==> src/rtl/iot_event_encoder.sv <==
// Serialises per-device activity-flag transitions into a change/on_off event stream.
// One event per clock, granted round-robin, with a running count of reported-on devices.
module iot_event_encoder #(
    parameter int unsigned N     = 8,
    parameter int unsigned CNT_W = 8
) (
    input  logic             clk,
    input  logic             rst,
    input  logic             enable,
    input  logic [N-1:0]     devices_in,
    output logic             change,
    output logic             on_off,
    output logic             pending,
    output logic [CNT_W-1:0] reported_count
);

    localparam int unsigned PTR_W = (N > 1) ? $clog2(N) : 1;

    logic [N-1:0]     dev_q;
    logic [N-1:0]     reported_q;
    logic [N-1:0]     reported_d;
    logic [PTR_W-1:0] ptr_q;
    logic [PTR_W-1:0] ptr_d;
    logic [CNT_W-1:0] cnt_q;
    logic [CNT_W-1:0] cnt_d;
    logic             change_q;
    logic             change_d;
    logic             on_off_q;
    logic             on_off_d;
    logic             pending_q;
    logic             pending_d;

    logic [N-1:0]     pend;
    logic             hi_vld;
    logic             lo_vld;
    logic [PTR_W-1:0] hi_idx;
    logic [PTR_W-1:0] lo_idx;
    logic [PTR_W-1:0] grant;
    logic             grant_vld;

    assign pend = dev_q ^ reported_q;

    // Round-robin pick: first pending index at or above ptr, else first pending from 0.
    always_comb begin
        hi_vld = 1'b0;
        lo_vld = 1'b0;
        hi_idx = '0;
        lo_idx = '0;
        for (int i = 0; i < N; i++) begin
            if (!hi_vld && pend[i] && (PTR_W'(i) >= ptr_q)) begin
                hi_vld = 1'b1;
                hi_idx = PTR_W'(i);
            end
            if (!lo_vld && pend[i]) begin
                lo_vld = 1'b1;
                lo_idx = PTR_W'(i);
            end
        end
        grant     = hi_vld ? hi_idx : lo_idx;
        grant_vld = lo_vld;
    end

    always_comb begin
        reported_d = reported_q;
        ptr_d      = ptr_q;
        cnt_d      = cnt_q;
        change_d   = 1'b0;
        on_off_d   = on_off_q;
        pending_d  = |pend;
        if (enable && grant_vld) begin
            change_d          = 1'b1;
            on_off_d          = dev_q[grant];
            reported_d[grant] = dev_q[grant];
            ptr_d             = (grant == PTR_W'(N - 1)) ? '0 : grant + PTR_W'(1);
            cnt_d             = dev_q[grant] ? cnt_q + CNT_W'(1) : cnt_q - CNT_W'(1);
        end
    end

    always_ff @(posedge clk or posedge rst) begin
        if (rst) begin
            dev_q      <= '0;
            reported_q <= '0;
            ptr_q      <= '0;
            cnt_q      <= '0;
            change_q   <= 1'b0;
            on_off_q   <= 1'b0;
            pending_q  <= 1'b0;
        end else begin
            dev_q      <= devices_in;
            reported_q <= reported_d;
            ptr_q      <= ptr_d;
            cnt_q      <= cnt_d;
            change_q   <= change_d;
            on_off_q   <= on_off_d;
            pending_q  <= pending_d;
        end
    end

    assign change         = change_q;
    assign on_off         = on_off_q;
    assign pending        = pending_q;
    assign reported_count = cnt_q;

endmodule

==> config.mk <==
export PLATFORM = sky130hd
export DESIGN_NAME = iot_event_encoder
export DESIGN_NICKNAME = d
export VERILOG_FILES = /design/src/rtl/iot_event_encoder.sv
export SDC_FILE = /design/constraint.sdc
export NUM_CORES = 1
export LEC_CHECK = 0
export CORE_ASPECT_RATIO = 0.9
export CORE_MARGIN = 10
export CORE_UTILIZATION = 41
export CTS_CLUSTER_SIZE = 24
export DETAILED_ROUTE_END_ITERATION = 8
export PLACE_DENSITY_LB_ADDON = 0.3
export SETUP_SLACK_MARGIN = 0.05
export SYNTH_ARGS = -nofsm -noshare
export SYNTH_HDL_FRONTEND = slang
export SYNTH_SLANG_ARGS = --single-unit
==> constraint.sdc <==
create_clock -name clk -period 8.2 [get_ports clk]
set_input_delay 1.64 -clock clk [delete_from_list [all_inputs] [get_ports clk]]
set_output_delay 1.64 -clock clk [all_outputs]
set_load 0.01 [all_outputs]
Word level (Yosys, flattened, before mapping) --
Index checks and enable logic that the tools add are counted.
Operators by class: reductions and logical operators 39, mux-type cells 39, magnitude comparators 10, equal/unequal tests 1, add/subtract/negate cells 3, bitwise gates (word level) 1
Operator list (count):
- $mux W3 | 14
- $logic_and A1 B1 Y1 | 24
- $mux W1 | 21
- $logic_not A1 Y1 | 14
- $ge A3 B3 Y1 const A | 4
- $add A8 B1 Y8 const B | 1
- $bwmux W8 | 1
- $mux W8 | 1
- $reduce_or A8 Y1 | 1
- $sub A8 B1 Y8 const B | 1
- $xor A8 B8 Y8 | 1
- $ge A1 B3 Y1 const A | 2
- $ge A2 B3 Y1 const A | 2
- $lt A3 B4 Y1 const B | 1
- $add A3 B1 Y3 const B | 1
- $bmux W1 S3 | 1
- $demux W1 S3 | 1
- $eq A3 B3 Y1 const B | 1
- $ge A3 B1 Y1 const B | 1
Word-level totals: bits of input ports 11, output and inout bits 11, logic and storage cells 100, bits in registers 30

Longest topological paths before layout --
word-level depth 37, gate-level depth with buffers 15

Worst setup path after synthesis --
No wires, ideal clock.
path kind flip-flop to flip-flop, start point reg reported_q[4], end point reg cnt_q[6] (netlist: reported_count[6]), data required time 8.121 ns, setup time 0.079 ns, path slack 4.740 ns, stages on the path, launching flop included 14, arrival 3.380 ns, cells stage by stage dfrtp_1 -> xor2_1 -> or3_1 -> a2111oi_1 -> or2_1 -> buf_4 -> a311oi_1 -> o32ai_2 -> clkbuf_1 -> xnor2_1 -> ha_1 -> or4_1 -> o21ai_1 -> xor2_1
On the way: cells in the longest elaborated chain, start to end 20, elaborated cells on any way between the ends 40, classes of those cells mux (20); bitwise (1); reduce/logical (19)
RTL lines:
- from (decl) | RTL line 20 | logic [N-1:0] reported_q;
- from (signal assigned) | RTL line 90 | reported_q <= reported_d;
- $xor A8 B8 Y8 * | RTL line 41 | assign pend = dev_q ^ reported_q;
- $logic_and A1 B1 Y1 (2 in series) | RTL line 50 | if (!hi_vld && pend[i] && (PTR_W'(i) >= ptr_q)) begin
- $mux W1 | RTL line 50
- $logic_not A1 Y1 | RTL line 50
- $logic_and A1 B1 Y1 (2 in series) | RTL line 50
- $mux W1 | RTL line 50
- $logic_not A1 Y1 | RTL line 50
- $logic_and A1 B1 Y1 (2 in series) | RTL line 50
- $mux W1 | RTL line 50
- $logic_not A1 Y1 | RTL line 50
- $logic_and A1 B1 Y1 (2 in series) | RTL line 50
- $mux W3 or $mux W1 (tied branches) | RTL line 50
- $mux W3 | RTL line 59 | grant = hi_vld ? hi_idx : lo_idx;
- $bmux W1 S3 | RTL line 75 | cnt_d = dev_q[grant] ? cnt_q + CNT_W'(1) : cnt_q - CNT_W'(1);
- $mux W1 (not written as such) | RTL line 75
- $mux W8 | RTL line 75
- to (signal assigned) | RTL line 92 | cnt_q <= cnt_d;
- to (decl) | RTL line 24 | logic [CNT_W-1:0] cnt_q;
Mark *: on every way between the ends. The rest lies on a longest branch, timed or not. The select of a mux whose other input is x is not followed. A chain may end at the register's enable or synchronous reset.

Final worst setup path --
start point reg reported_q[4], end point reg cnt_q[7] (netlist: reported_count[7])
The elaborated chain is that of the path after synthesis.

==> summary.txt <==
Status
  – Outcome: complete, no violations

Setup path
  – Critical Path Start Type: register
  – Launch point of the worst path: reported_q[4]
  – Critical Path Max Stage Delay: 500 ps
  – CP Cell Sequence: xor2_1 > or3_1 > a2111oi_1 > or2_1 > inv_2 > a211oi_2 > o32ai_2 > buf_4 > or4_4 > o31ai_2 > xor2_1
  – Buf+Inv Stages, Crit Path: 2
  – Critical Path Fanout Max: 16
  – Slowest cell on the critical path: a2111oi_1
  – RR Startpoint: reported_q[4]
  – Top delay family on crit path: compound AO/OA/AOI/OAI gates
  – Crit end category: register
  – Arrival @ worst endpoint: 3660 ps
  – Crit Path Category: register to register
  – Required @ worst endpoint: ~8400 ps
  – Critical Path Most Common Cell: xor2_1

Flow run
  – Max Cap Violations: 0

Synth
  – Post-synth cell types: 48
  – Mapped Area: around 0.0017 mm²
  – Register area share after synthesis: 0.443
  – Post-synth ARST share: 1.00
  – Synth Instances: 165
  – Top FF cell, synth: dfrtp_1
  – Syn_nets: 179
  – Share of the synthesized area in the top cell type: 0.443
  – EDFF count, synth: 0
  – Synth top area cells: dfrtp_1 44%, xor2_1 7.2%, mux2_2 5.3%
  – Dominant cell type by area after synthesis: dfrtp_1
  – Yosys reg bits: 30
  – Yosys Warn Count: 0
  – Avg Cell Area, Syn: 10.3 µm²

Timing
  – Post-Route Setup TNS: 0 ps
  – Measured slew at the worst slew-check pin: 1140 ps
  – Number of hold violations in the final report: 0
  – Tmin final: 3460 ps
  – Fmax: 289 MHz
  – Slew Limit Fails: 0
  – Max-slew headroom: 0.242
  – RSZ-0062 raised after global routing: no
  – Final Setup Violations: 0
  – Clock Skew: 3.32 ps
  – Final period utilization: 0.422
  – Hold WS: between 400 and 500 ps

CTS
  – TritonCTS clock tree: yes
  – Worst-case clock buffer depth: 2
  – Clk_lat worst skew: 280 ps
  – CTS Sinks: 30
  – Post_cts resized: 0
  – Hold-fix buffers, CTS: 0
  – Cts bufs inserted: 5
  – Post-CTS Setup Bufs: 0
  – Clk slew on worst S/H paths: ~60 ps
  – Number of H-tree levels: 2
  – Root buf cell: clkbuf_8

Pwr
  – PD cells: 485 mW/mm²
  – Design Power: 0.000992 W
  – Leak Pwr: 0.860 nW
  – Maximum VDD drop: 297 µV

Routing
  – # DRC: 0
  – Initial DRC count: 109
  – Routed WL: 3890 µm
  – Vias per std cell: approximately 5.8
  – Final antenna-violating net count: 0
  – Via total after detailed routing: 1388
  – Drt wl/cell: 16.3 µm
  – DRT Pass-1 Iters: 4

Floorplan
  – I/O pin total: 22
  – # rows: 22
  – Starting density of the core: 0.419
  – Core region area: 0.00405 mm²
  – Die Y: around 80 µm
  – Die area: approximately 0.0071 mm²
  – Die Wd: 87.8 µm

Layout
  – Area grow syn2layout: 20.6%
  – Non-filler cells, final: roughly 240
  – Layout cells sized above 1: 0.147
  – # fillers: about 360
  – Final net count: 204
  – FF+latch area: 751 µm²
  – Most frequent cells in the layout: 30 x dfrtp_1, 22 x nand2_1, 21 x clkdlybuf4s50_1
  – Diode count: 0
  – Most common cell after layout, fill and taps aside: dfrtp_1
  – Footprint of the multi-input gates: between 800 and 900 µm²

GRT
  – Vias in the first global route: 1313
  – Initial antenna violation count: 0
  – First-pass GRT wire length: 6460 µm
  – Largest net degree at the start of global routing: 31
  – Total global-route track usage: 0.115
  – Overflow after GRT: 0

Hold path
  – Hold wc startpoint: reported_count[7]
  – Worst min-delay path class: register to register

Place
  – Routability congestion estimate: ~0.89
  – # port buffers: 21
  – Post-DP HPWL: 2950 µm
  – Placed cells: 231
[metrics by stage]
step,instance area [µm²],utilization,worst slack (ps)
detailed placement,1950,0.482,4690
global placement,1950,0.482,4740
finish,2040,0.505,4740
floorplan,1690,-,4740
global route,2040,0.505,4500
CTS,2040,0.505,4740
[layer usage]
layer / GRT usage / up-vias / part of all wire
li1: - / 655 / -
met1: 0.145 / 678 / 0.45
met2: 0.177 / 46 / 0.48
met3: 0.0330 / 9 / 0.049
met4: 0.0525 / 0 / 0.021
met5: 0 / - / 0
[final timing paths]
check                                     to  slack, ps  cells past startpoint
hold reg to reg            reported_count[7]        470                      1
min in group asynchronous  reported_count[0]       1960                      2
hold / removal             reported_count[7]        470                      1
setup reg to reg           reported_count[7]       4740                     11
max in group asynchronous           ptr_q[2]       5560                      2
setup / recovery           reported_count[7]       4740                     11
[cell type report]
type                            instances  area share
Multi-Input combinational cell        124       0.439
Sequential cell                        30       0.367
Timing Repair Buffer                   22       0.107
Clock buffer                            7      0.0423
Tap cell                               48      0.0294
Inverter                                7      0.0129
Clock inverter                          1     0.00245
[where the power goes]
group	switching [W]	internal [W]	leakage [nW]
registers	0.0000723	0.000203	0.358
logic	0.000338	0.000258	0.453
clock network	0.0000526	0.0000675	0.0482
[flip-flops by register name (all words and copies together) (netlist names)]
name / count
pending: 1
reported_count: 8
change: 1
ptr_q: 3
dev_q: 8
on_off: 1
reported_q: 8
[cell families (layout without fill, tap and decap cells)]
group                    Yosys count  after routing  synth area share
buffers and inverters             11             37            0.0273
AO/OA/AOI/OAI                     33             33             0.172
flip-flops                        30             30             0.443
adder cells (fa/ha/maj)            3              3            0.0222
XOR/XNOR                          21             21             0.109
multiplexers                       9              9            0.0591
AND/OR/NAND/NOR                   58             58             0.168
[cell usage after synthesis, types with 2 or more instances]
cell,number
a211oi_1,3
a211oi_2,2
a21oi_1,4
a2bb2oi_1,2
a311o_1,2
and3_1,2
dfrtp_1,30
ha_1,3
inv_1,4
inv_2,2
mux2_2,8
nand2_1,22
nand3_1,7
nand4_1,2
nor2_1,7
nor3_1,4
nor4_1,4
o21ai_0,2
o22ai_1,3
o32ai_2,2
or3_1,3
or4_1,2
xnor2_1,7
xor2_1,14
Power figures use the tool's default switching activity.
